<file path="config.mk">
export PLATFORM = sky130hd
export DESIGN_NAME = comm_master_frm
export DESIGN_NICKNAME = d
export VERILOG_FILES = /design/src/rtl/comm_pkg.sv /design/src/rtl/comm_uart.sv /design/src/rtl/comm_master_frm.sv
export SDC_FILE = /design/constraint.sdc
export NUM_CORES = 1
export LEC_CHECK = 0
export CAP_MARGIN = 20
export CORE_MARGIN = 4
export CORE_UTILIZATION = 55
export CTS_CLUSTER_DIAMETER = 100
export CTS_CLUSTER_SIZE = 12
export DETAILED_ROUTE_END_ITERATION = 16
export HOLD_SLACK_MARGIN = 0.03
export PLACE_DENSITY_LB_ADDON = 0.1
export SYNTH_ARGS = -nofsm -noshare
export SYNTH_HDL_FRONTEND = slang
export SYNTH_HIERARCHICAL = 1
export SYNTH_SLANG_ARGS = --single-unit
</file>
<file path="constraint.sdc">
create_clock -name clk -period 3.46 [get_ports clk]
set_input_delay 0.692 -clock clk [delete_from_list [all_inputs] [get_ports clk]]
set_output_delay 0.692 -clock clk [all_outputs]
set_load 0.02 [all_outputs]
</file>
<file path="src/rtl/comm_pkg.sv">
// Shared types and sizing helpers for the command-link master and its UART.
package comm_pkg;

  typedef enum logic [2:0] {IDLE, LOAD, SEND, WAIT_TX, WAIT_RESP} state_t;

  localparam int CMD_W = 8;

  function automatic int frame_w(input int data_w);
    return CMD_W + data_w;
  endfunction

  function automatic int bytes_of(input int data_w);
    return data_w / 8 + 1;
  endfunction

endpackage

</file>
<file path="src/rtl/comm_uart.sv">
// 8N1 UART transmitter and receiver sharing one baud divisor.
module comm_uart
  import comm_pkg::*;
#(
  parameter int BAUD_DIV = 2604
) (
  input  logic             clk,
  input  logic             rst_n,
  input  logic             trmt,
  input  logic [CMD_W-1:0] tx_data,
  output logic             tx_done,
  output logic             TX,
  input  logic             RX,
  output logic [CMD_W-1:0] rx_data,
  output logic             rx_rdy,
  input  logic             clr_rx_rdy
);

  localparam int BW = $clog2(BAUD_DIV);

  logic [9:0]    tx_sh;
  logic [BW-1:0] tx_cnt;
  logic [3:0]    tx_bits;
  logic          tx_act;

  assign TX = tx_sh[0];

  // Idle shift register is all ones so TX rests high and stop bits shift in free.
  always_ff @(posedge clk or negedge rst_n) begin
    if (!rst_n) begin
      tx_sh   <= '1;
      tx_cnt  <= '0;
      tx_bits <= '0;
      tx_act  <= 1'b0;
      tx_done <= 1'b0;
    end else begin
      tx_done <= 1'b0;
      if (trmt && !tx_act) begin
        tx_sh   <= {1'b1, tx_data, 1'b0};
        tx_cnt  <= '0;
        tx_bits <= '0;
        tx_act  <= 1'b1;
      end else if (tx_act) begin
        if (tx_cnt == BW'(BAUD_DIV - 1)) begin
          tx_cnt <= '0;
          tx_sh  <= {1'b1, tx_sh[9:1]};
          if (tx_bits == 4'd9) begin
            tx_act  <= 1'b0;
            tx_done <= 1'b1;
          end else begin
            tx_bits <= tx_bits + 4'd1;
          end
        end else begin
          tx_cnt <= tx_cnt + 1'b1;
        end
      end
    end
  end

  logic          rx_ff1, rx_s;
  logic [BW-1:0] rx_cnt;
  logic [3:0]    rx_bits;
  logic          rx_act;
  logic [7:0]    rx_sh;

  // rx_bits: 0 = validating start at mid-bit, 1..8 = data bits, 9 = stop bit.
  always_ff @(posedge clk or negedge rst_n) begin
    if (!rst_n) begin
      rx_ff1  <= 1'b1;
      rx_s    <= 1'b1;
      rx_cnt  <= '0;
      rx_bits <= '0;
      rx_act  <= 1'b0;
      rx_sh   <= '0;
      rx_data <= '0;
      rx_rdy  <= 1'b0;
    end else begin
      rx_ff1 <= RX;
      rx_s   <= rx_ff1;
      if (clr_rx_rdy) rx_rdy <= 1'b0;
      if (!rx_act) begin
        if (!rx_s) begin
          rx_act  <= 1'b1;
          rx_cnt  <= '0;
          rx_bits <= '0;
        end
      end else if (rx_bits == 4'd0) begin
        if (rx_cnt == BW'(BAUD_DIV / 2 - 1)) begin
          rx_cnt <= '0;
          if (rx_s) rx_act  <= 1'b0;
          else      rx_bits <= 4'd1;
        end else begin
          rx_cnt <= rx_cnt + 1'b1;
        end
      end else if (rx_cnt == BW'(BAUD_DIV - 1)) begin
        rx_cnt <= '0;
        if (rx_bits <= 4'd8) begin
          rx_sh   <= {rx_s, rx_sh[7:1]};
          rx_bits <= rx_bits + 4'd1;
        end else begin
          rx_act  <= 1'b0;
          rx_data <= rx_sh;
          rx_rdy  <= 1'b1;
        end
      end else begin
        rx_cnt <= rx_cnt + 1'b1;
      end
    end
  end

endmodule

</file>
<file path="src/rtl/comm_master_frm.sv">
// Command-link master: sends {cmd, data} as UART bytes, waits for a one-byte reply, retries on timeout.
module comm_master_frm
  import comm_pkg::*;
#(
  parameter int DATA_W      = 16,
  parameter int BAUD_DIV    = 2604,
  parameter int TIMEOUT_CYC = 1048576,
  parameter int RETRIES     = 2
) (
  input  logic              clk,
  input  logic              rst_n,
  input  logic              snd_cmd,
  input  logic [7:0]        cmd,
  input  logic [DATA_W-1:0] data,
  input  logic              RX,
  output logic              TX,
  output logic              busy,
  output logic              frm_snt,
  output logic [7:0]        resp,
  output logic              resp_rdy,
  input  logic              clr_resp_rdy,
  output logic              timeout
);

  localparam int FW = frame_w(DATA_W);
  localparam int NB = bytes_of(DATA_W);
  localparam int TW = $clog2(TIMEOUT_CYC);
  localparam int RW = (RETRIES < 1) ? 1 : $clog2(RETRIES + 1);

  state_t        state, state_nxt;
  logic [FW-1:0] frame;
  logic [3:0]    idx;
  logic [RW-1:0] retry;
  logic [TW-1:0] tcnt;
  logic [7:0]    tx_data, rx_data;
  logic          trmt, tx_done, rx_rdy, clr_rx_rdy;
  logic          accept, inc_idx, inc_retry, set_to;

  comm_uart #(.BAUD_DIV(BAUD_DIV)) u_uart (
    .clk        (clk),
    .rst_n      (rst_n),
    .trmt       (trmt),
    .tx_data    (tx_data),
    .tx_done    (tx_done),
    .TX         (TX),
    .RX         (RX),
    .rx_data    (rx_data),
    .rx_rdy     (rx_rdy),
    .clr_rx_rdy (clr_rx_rdy)
  );

  // Every received byte is consumed immediately into resp.
  assign clr_rx_rdy = rx_rdy;
  assign busy       = (state != IDLE);

  // Byte 0 is the command, then the payload MSB byte first.
  always_comb begin
    tx_data = '0;
    for (int i = 0; i < NB; i++)
      if (idx == 4'(i)) tx_data = frame[FW - CMD_W * (i + 1) +: CMD_W];
  end

  always_ff @(posedge clk or negedge rst_n) begin
    if (!rst_n) state <= IDLE;
    else        state <= state_nxt;
  end

  always_comb begin
    state_nxt = state;
    accept    = 1'b0;
    trmt      = 1'b0;
    inc_idx   = 1'b0;
    inc_retry = 1'b0;
    set_to    = 1'b0;
    frm_snt   = 1'b0;
    case (state)
      IDLE: if (snd_cmd) begin
        accept    = 1'b1;
        state_nxt = LOAD;
      end
      LOAD: state_nxt = SEND;
      SEND: begin
        trmt      = 1'b1;
        state_nxt = WAIT_TX;
      end
      WAIT_TX: if (tx_done) begin
        if (idx < 4'(NB - 1)) begin
          inc_idx   = 1'b1;
          state_nxt = SEND;
        end else begin
          frm_snt   = 1'b1;
          state_nxt = WAIT_RESP;
        end
      end
      WAIT_RESP: begin
        if (rx_rdy) begin
          state_nxt = IDLE;
        end else if (tcnt == TW'(TIMEOUT_CYC - 1)) begin
          if (int'(retry) < RETRIES) begin
            inc_retry = 1'b1;
            state_nxt = LOAD;
          end else begin
            set_to    = 1'b1;
            state_nxt = IDLE;
          end
        end
      end
      default: state_nxt = IDLE;
    endcase
  end

  always_ff @(posedge clk or negedge rst_n) begin
    if (!rst_n) begin
      idx      <= '0;
      retry    <= '0;
      tcnt     <= '0;
      timeout  <= 1'b0;
      resp     <= '0;
      resp_rdy <= 1'b0;
    end else begin
      if (state == LOAD) idx <= '0;
      else if (inc_idx)  idx <= idx + 4'd1;
      if (accept)         retry <= '0;
      else if (inc_retry) retry <= retry + 1'b1;
      if (frm_snt)                 tcnt <= '0;
      else if (state == WAIT_RESP) tcnt <= tcnt + 1'b1;
      if (accept)      timeout <= 1'b0;
      else if (set_to) timeout <= 1'b1;
      if (rx_rdy) begin
        resp     <= rx_data;
        resp_rdy <= 1'b1;
      end else if (clr_resp_rdy) begin
        resp_rdy <= 1'b0;
      end
    end
  end

  // Frame holds across retries; only an accepted request reloads it.
  always_ff @(posedge clk) begin
    if (accept) frame <= {cmd, data};
  end

endmodule

</file>
==> impl_metrics.py, run 1 <==
metrics = {
    "power": {
        "p_leak_nw": 2.990,
        "irDropWorstVdd_v": 0.0003738,
        "power_density_mw_per_mm2": 448.3,
    },
    "worst_setup_path": {
        "critPathSlowestCell": "clkdlybuf4s50_1",
        "crit_required_ns": 2.77,
        "worstSetupEndpointType": "primary output",
        "slowest_delay_ns": 0.67,
        "crit_chain": "nand4b_1, nor2b_1, clkdlybuf4s50_1",
        "cp_data_arrival_time_ns": 2.14,
        "r2r_setup_slack_ns": 1.22,
        "start_kind": "flip-flop",
        "reg2reg_depth": 5,
        "timing.rr.start": "u_uart/rx_cnt[4]",
        "critPathKind": "flip-flop to primary output",
        "path_max_fanout": 9,
        "rr_endpoint": "u_uart/rx_bits[2]",
    },
    "synthesis": {
        "syn-num-nets": 583,
        "synthArstFlopShare": 0.8095,
        "syn_inst": 542,
        "netlist_area_mm2": 0.005961,
        "ys_ff_latch": 126,
        "yosysWarnings": 6,
        "synth_cell_types": 62,
        "synthFlopType": "dfrtp_1",
        "synth_seq_area_share": 0.5514,
        "synth_area_per_cell_um2": 11.00,
        "synth-edff-count": 24,
    },
    "timing": {
        "finalHoldViolations": 0,
        "slew_viol_final": 0,
        "slew_headroom": 0.4299,
        "worst_pin_slew_ns": 0.8473,
        "fmaxAchievable_mhz": 353.6,
        "setup_slack_ns": 0.6320,
        "fin_crit_sh": 0.8173,
        "min_period_ns": 2.828,
        "clock_skew_ns": 0.01362,
        "final.setup.tns_ns": 0,
        "setup_viol": 0,
        "rsz0062_at_grt": "no",
    },
    "die": {
        "die_area_mm2": 0.01257,
        "die_height_um": 112.1,
        "ios": 42,
        "initial_utilization": 0.5697,
        "num_rows": 37,
        "core_area_mm2": 0.01046,
        "dieWidth_um": 112.1,
    },
    "clocking": {
        "cts_sinks": 126,
        "postCtsSetupRepairBufs": 0,
        "cts_resized": 0,
        "root_buffer": "clkbuf_8",
        "numCtsBuffers": 17,
        "clk-insertion-delay-late_ns": 0.53,
        "htreeDepth": 4,
        "cts.path.max_buffers": 2,
        "cts_tree": "done",
        "holdBufCountCts": 0,
        "clk_pin_slew_worst_paths_ns": 0.06,
    },
    "place": {
        "gp_congestion": 0.8939,
        "io_buffers": 41,
        "place_ws_ns": 1.149,
        "hpwl_mm": 7.846,
    },
    "detailed_routing": {
        "viasPerCell": 5.822,
        "num_vias": 4291,
        "drtPass1Iterations": 4,
        "final_antenna_net_count": 0,
        "drc": 0,
        "drt-wirelength-per-cell_um": 15.99,
        "initialDrtViolationCount": 293,
        "drt-total-wl_mm": 11.79,
    },
    "global_routing": {
        "grt_antenna_before_repair": 0,
        "grt_pass1_wl_mm": 20.05,
        "overflow": 0,
        "grt_start_max_net_pins": 88,
        "grt_usage": 0.1992,
        "grt_pass1_vias": 4249,
    },
    "status": {
        "status": "completed",
    },
    "finish": {
        "fin_util": 0.6705,
        "drive_gt1_frac": 0.1398,
        "num_antenna_cells": 0,
        "area_delta_synth_final_pct": 17.70,
        "layout.nets": 629,
    },
    "flow_run": {
        "drv_cap": 0,
    },
    "hold_path": {
        "hold_class": "input port to asynchronous set/reset pin",
    },
}
[power breakdown]
group          switching [mW]  internal (mW)  total, mW
registers             0.00218           1.52       1.52
clock network           0.604          0.957       1.56
logic                  0.0294         0.0339     0.0633
total                   0.636           2.51       3.14
[sequential cells by signal (all words and copies together) (netlist names), 8 cells and up]
signal and count:
frame 24, resp 8, tcnt 20, u_uart/rx_cnt 12
u_uart/rx_data 8, u_uart/rx_sh 8, u_uart/tx_cnt 12, u_uart/tx_sh 9
[metal layers]
layer  routed length, um  GRT usage
met1                5366     0.2556
met2                5822     0.3127
met3                 427    0.05876
met4                 168    0.09295
met5                   0          0
[worst max-delay path, delay by kind of cell (launching register included)]
| kind | cells | cell delay, ns |
|---|---|---|
| buf+inv | 1 | 0.67 |
| simple gates | 2 | 0.49 |
| flops | 1 | 0.44 |
[cells in the final DEF, fill, tap and decap left out, types with 12 or more instances in the layout]
cell type,count
a21oi_1,24
clkbuf_16,16
clkdlybuf4s50_1,40
dfrtp_1,91
edfxtp_1,24
ha_1,12
inv_1,21
mux2_2,24
nand2_1,50
nand3_1,19
nor2_1,37
o21ai_0,32
[worst max path at each step]
stage | from | slack, ns | end | cells after the start
global route | state[0] | 0.48 | frm_snt | 3
CTS | state[2] | 0.57 | frm_snt | 3
finish | state[2] | 0.63 | frm_snt | 3
detailed placement | state[2] | 1.15 | frm_snt | 3
global placement | state[2] | 1.15 | frm_snt | 3
floorplan | state[1] | 0.88 | frame[0] | 3
[Yosys cell counts, drive strengths merged (11+ instances only)]
library cell,instances,share of area
ha,12,0.025
clkbuf,13,0.0088
mux2,25,0.048
a31oi,11,0.012
nor2,38,0.024
a21oi,24,0.020
dfrtp,91,0.38
edfxtp,24,0.12
o21ai,32,0.027
nand2,50,0.031
nand3,21,0.019
dfstp,11,0.048
inv,21,0.013
or3,11,0.012
[through the flow]
stage                     instance area [um2]  std cells  power, mW  hold slack [ns]
final                                    7015        737      3.145           0.1496
after global routing                     7015        737      3.267           0.1565
after CTS                                6988        736      3.183           0.3584
after detailed placement                 6472        704      1.608           0.3506
after global placement                   6472        704      1.607           0.3539
after floorplan                          5961        542      1.550           0.3452
[logic make-up (layout without fill, tap and decap cells)]
logic type / count (synthesis) / after routing / synth area share
AO/OA/AOI/OAI: 113 / 113 / 0.1199
adder cells (fa/ha/maj): 12 / 12 / 0.02519
AND/OR/NAND/NOR: 201 / 201 / 0.1893
multiplexers: 28 / 28 / 0.05290
buffers and inverters: 44 / 103 / 0.03484
flip-flops: 126 / 126 / 0.5514
XOR/XNOR: 18 / 18 / 0.02645
[final cells by class]
type / count / area, um2
tap: 136 / 170.2
timing repair buffer: 50 / 495.5
clock buffer: 23 / 446.7
multi-input combinational: 372 / 2469
inverter: 21 / 78.83
fill: 819 / 3447
clock inverter: 9 / 68.82
sequential: 126 / 3287
No activity file was read; power rests on OpenSTA's default activity.
==> inputs of run 2 (changes only) <==
--- a/config.mk
+++ b/config.mk
@@ -7,7 +7,7 @@
 export LEC_CHECK = 0
 export CAP_MARGIN = 20
 export CORE_MARGIN = 4
-export CORE_UTILIZATION = 55
+export CORE_UTILIZATION = 53
 export CTS_CLUSTER_DIAMETER = 100
 export CTS_CLUSTER_SIZE = 12
 export DETAILED_ROUTE_END_ITERATION = 16
==> constraint.sdc (replaced) <==
create_clock -name clk -period 2.45 [get_ports clk]
set_input_delay 0.49 -clock clk [delete_from_list [all_inputs] [get_ports clk]]
set_output_delay 0.49 -clock clk [all_outputs]
set_load 0.02 [all_outputs]
==> impl_metrics.py, run 2 (synthesis results as in run 1) <==
metrics = {
    "status": {
        "status": "completed",
    },
    "worst_setup_path": {
        "timing.rr.start": "u_uart/rx_cnt[6]",
        "critPathKind": "flip-flop to primary output",
        "start_kind": "flip-flop",
        "r2r_setup_slack_ns": 0.21,
        "rr_endpoint": "u_uart/rx_bits[2]",
        "path_max_fanout": 5,
        "crit_chain": "or3_1, nor2b_2, dlygate4sd2_1",
        "reg2reg_depth": 5,
        "crit_required_ns": 1.96,
        "cp_data_arrival_time_ns": 1.79,
        "critPathSlowestCell": "or3_1",
        "worstSetupEndpointType": "primary output",
        "slowest_delay_ns": 0.42,
    },
    "timing": {
        "finalHoldViolations": 0,
        "clock_skew_ns": 0.008711,
        "holdWs_ns": 0.03042,
        "fmaxAchievable_mhz": 439.0,
        "fin_crit_sh": 0.9297,
        "min_period_ns": 2.278,
        "setup_viol": 0,
        "worst_pin_slew_ns": 0.6530,
        "slew_headroom": 0.5631,
        "final.setup.tns_ns": 0,
        "slew_viol_final": 0,
        "rsz0062_at_grt": "no",
    },
    "finish": {
        "num_antenna_cells": 0,
        "largest_register_ffs": 24,
        "reg_top3": "frame x24, tcnt x20",
        "layout_commonest_cell": "dfrtp_1",
        "layout_common_cells": "dfrtp_1, nand2_1, clkdlybuf4s50_1",
        "top_register": "frame",
        "layout.nets": 632,
        "area_delta_synth_final_pct": 19.02,
        "drive_gt1_frac": 0.1589,
    },
    "die": {
        "ios": 42,
        "die_height_um": 114.1,
        "dieWidth_um": 114.1,
        "die_area_mm2": 0.01301,
        "core_area_mm2": 0.01094,
        "num_rows": 38,
        "initial_utilization": 0.5451,
    },
    "clocking": {
        "htreeDepth": 4,
        "cts_tree": "done",
        "postCtsSetupRepairBufs": 0,
        "cts_sinks": 126,
        "clk_pin_slew_worst_paths_ns": 0.06,
        "holdBufCountCts": 0,
        "clk-insertion-delay-late_ns": 0.42,
        "root_buffer": "clkbuf_16",
        "cts.path.max_buffers": 2,
        "numCtsBuffers": 17,
    },
    "power": {
        "power_density_mw_per_mm2": 648.5,
        "p_leak_nw": 3.037,
        "irDropWorstVdd_v": 0.0005799,
    },
    "detailed_routing": {
        "final_antenna_net_count": 0,
        "initialDrtViolationCount": 271,
        "drtPass1Iterations": 5,
        "num_vias": 4247,
        "drt-total-wl_mm": 11.92,
        "drc": 0,
        "drt-wirelength-per-cell_um": 16.03,
        "viasPerCell": 5.708,
    },
    "place": {
        "gp_congestion": 0.8901,
        "io_buffers": 41,
        "hpwl_mm": 8.005,
    },
    "global_routing": {
        "grt_usage": 0.1971,
        "overflow": 0,
        "grt_start_max_net_pins": 47,
        "grt_pass1_wl_mm": 20.32,
        "grt_pass1_vias": 4424,
        "grt_antenna_before_repair": 0,
    },
    "flow_run": {
        "drv_cap": 0,
    },
    "hold_path": {
        "hold_class": "input port to asynchronous set/reset pin",
    },
}
==> run 2: cell types whose count changed in the layout (fill, tap and decap cells not counted), sizes merged <==
cell	delta
bufinv	-1
buf	+3
clkbuf	-3
dlygate4sd2	+1
clkinvlp	+1
inv	+3
dlymetal6s2s	+1
clkdlybuf4s50	-2
==> run 2: worst max-delay path: cells and delay by family (launching register included) <==
kind	cells	cell delay [ns]
AND/OR/NAND/NOR	2	0.63
buffers and inverters	1	0.33
flip-flops	1	0.41
==> run 2: repair_timing <==
item                       in CTS  in global routing
setup endpoints to repair       1                  1
hold endpoints to repair        0                  0
gates resized for setup         2                  1
==> run 2: area by class of cell <==
| cell class | instances | area (um2) |
|---|---|---|
| timing repair buffer | 53 | 511.7 |
| clock inverter | 12 | 81.33 |
| tap | 140 | 175.2 |
| sequential | 126 | 3287 |
| fill | 863 | 3841 |
| inverter | 21 | 78.83 |
| clock buffer | 20 | 489.2 |
| multi-input combinational | 372 | 2471 |
==> run 2: how the worst max path moves through the flow <==
stage	start	endpoint	slack, ns	depth (start not counted)
after floorplan	state[1]	frame[0]	0.30	3
after global placement	u_uart/rx_cnt[6]	u_uart/rx_bits[2]	0.30	5
after detailed placement	u_uart/rx_cnt[6]	u_uart/rx_bits[2]	0.22	5
after CTS	state[0]	busy	0.03	2
after global routing	u_uart/rx_cnt[6]	u_uart/rx_bits[2]	0.09	5
final	idx[3]	frm_snt	0.17	3
==> run 2: per-layer routing <==
metal / vias to the layer above / GRT usage / share of wire
met2: 87 / 0.3337 / 0.52
met4: 0 / 0.08076 / 0.012
li1: 2071 / - / -
met3: 12 / 0.05973 / 0.040
met5: - / 0 / 0
met1: 2077 / 0.2345 / 0.43
==> run 2: power breakdown <==
part | switching (mW) | internal, mW | total, mW | leakage, nW
Sequential | 0.00312 | 2.14 | 2.15 | 1.54
Clock | 0.927 | 1.44 | 2.37 | 0.283
Combinational | 0.0422 | 0.0466 | 0.0888 | 1.21
==> run 2: stage by stage <==
step	area [um2]	total power, mW	utilization	instances	setup WS [ns]
detailed placement	6520	2.276	0.5962	712	0.2201
global placement	6520	2.275	0.5962	712	0.3022
finish	7094	4.601	0.6487	744	0.1723
CTS	7092	4.660	0.6485	744	0.02564
floorplan	5963	2.190	-	542	0.2999
global route	7094	4.764	0.6487	744	0.08894
==> inputs of run 3 (changes only) <==
--- a/config.mk
+++ b/config.mk
@@ -17,3 +17,4 @@
 export SYNTH_HDL_FRONTEND = slang
 export SYNTH_HIERARCHICAL = 1
 export SYNTH_SLANG_ARGS = --single-unit
+export TNS_END_PERCENT = 50
==> results of run 3 <==
Same layout as run 2: the final DEF is identical, and so are final timing and power.
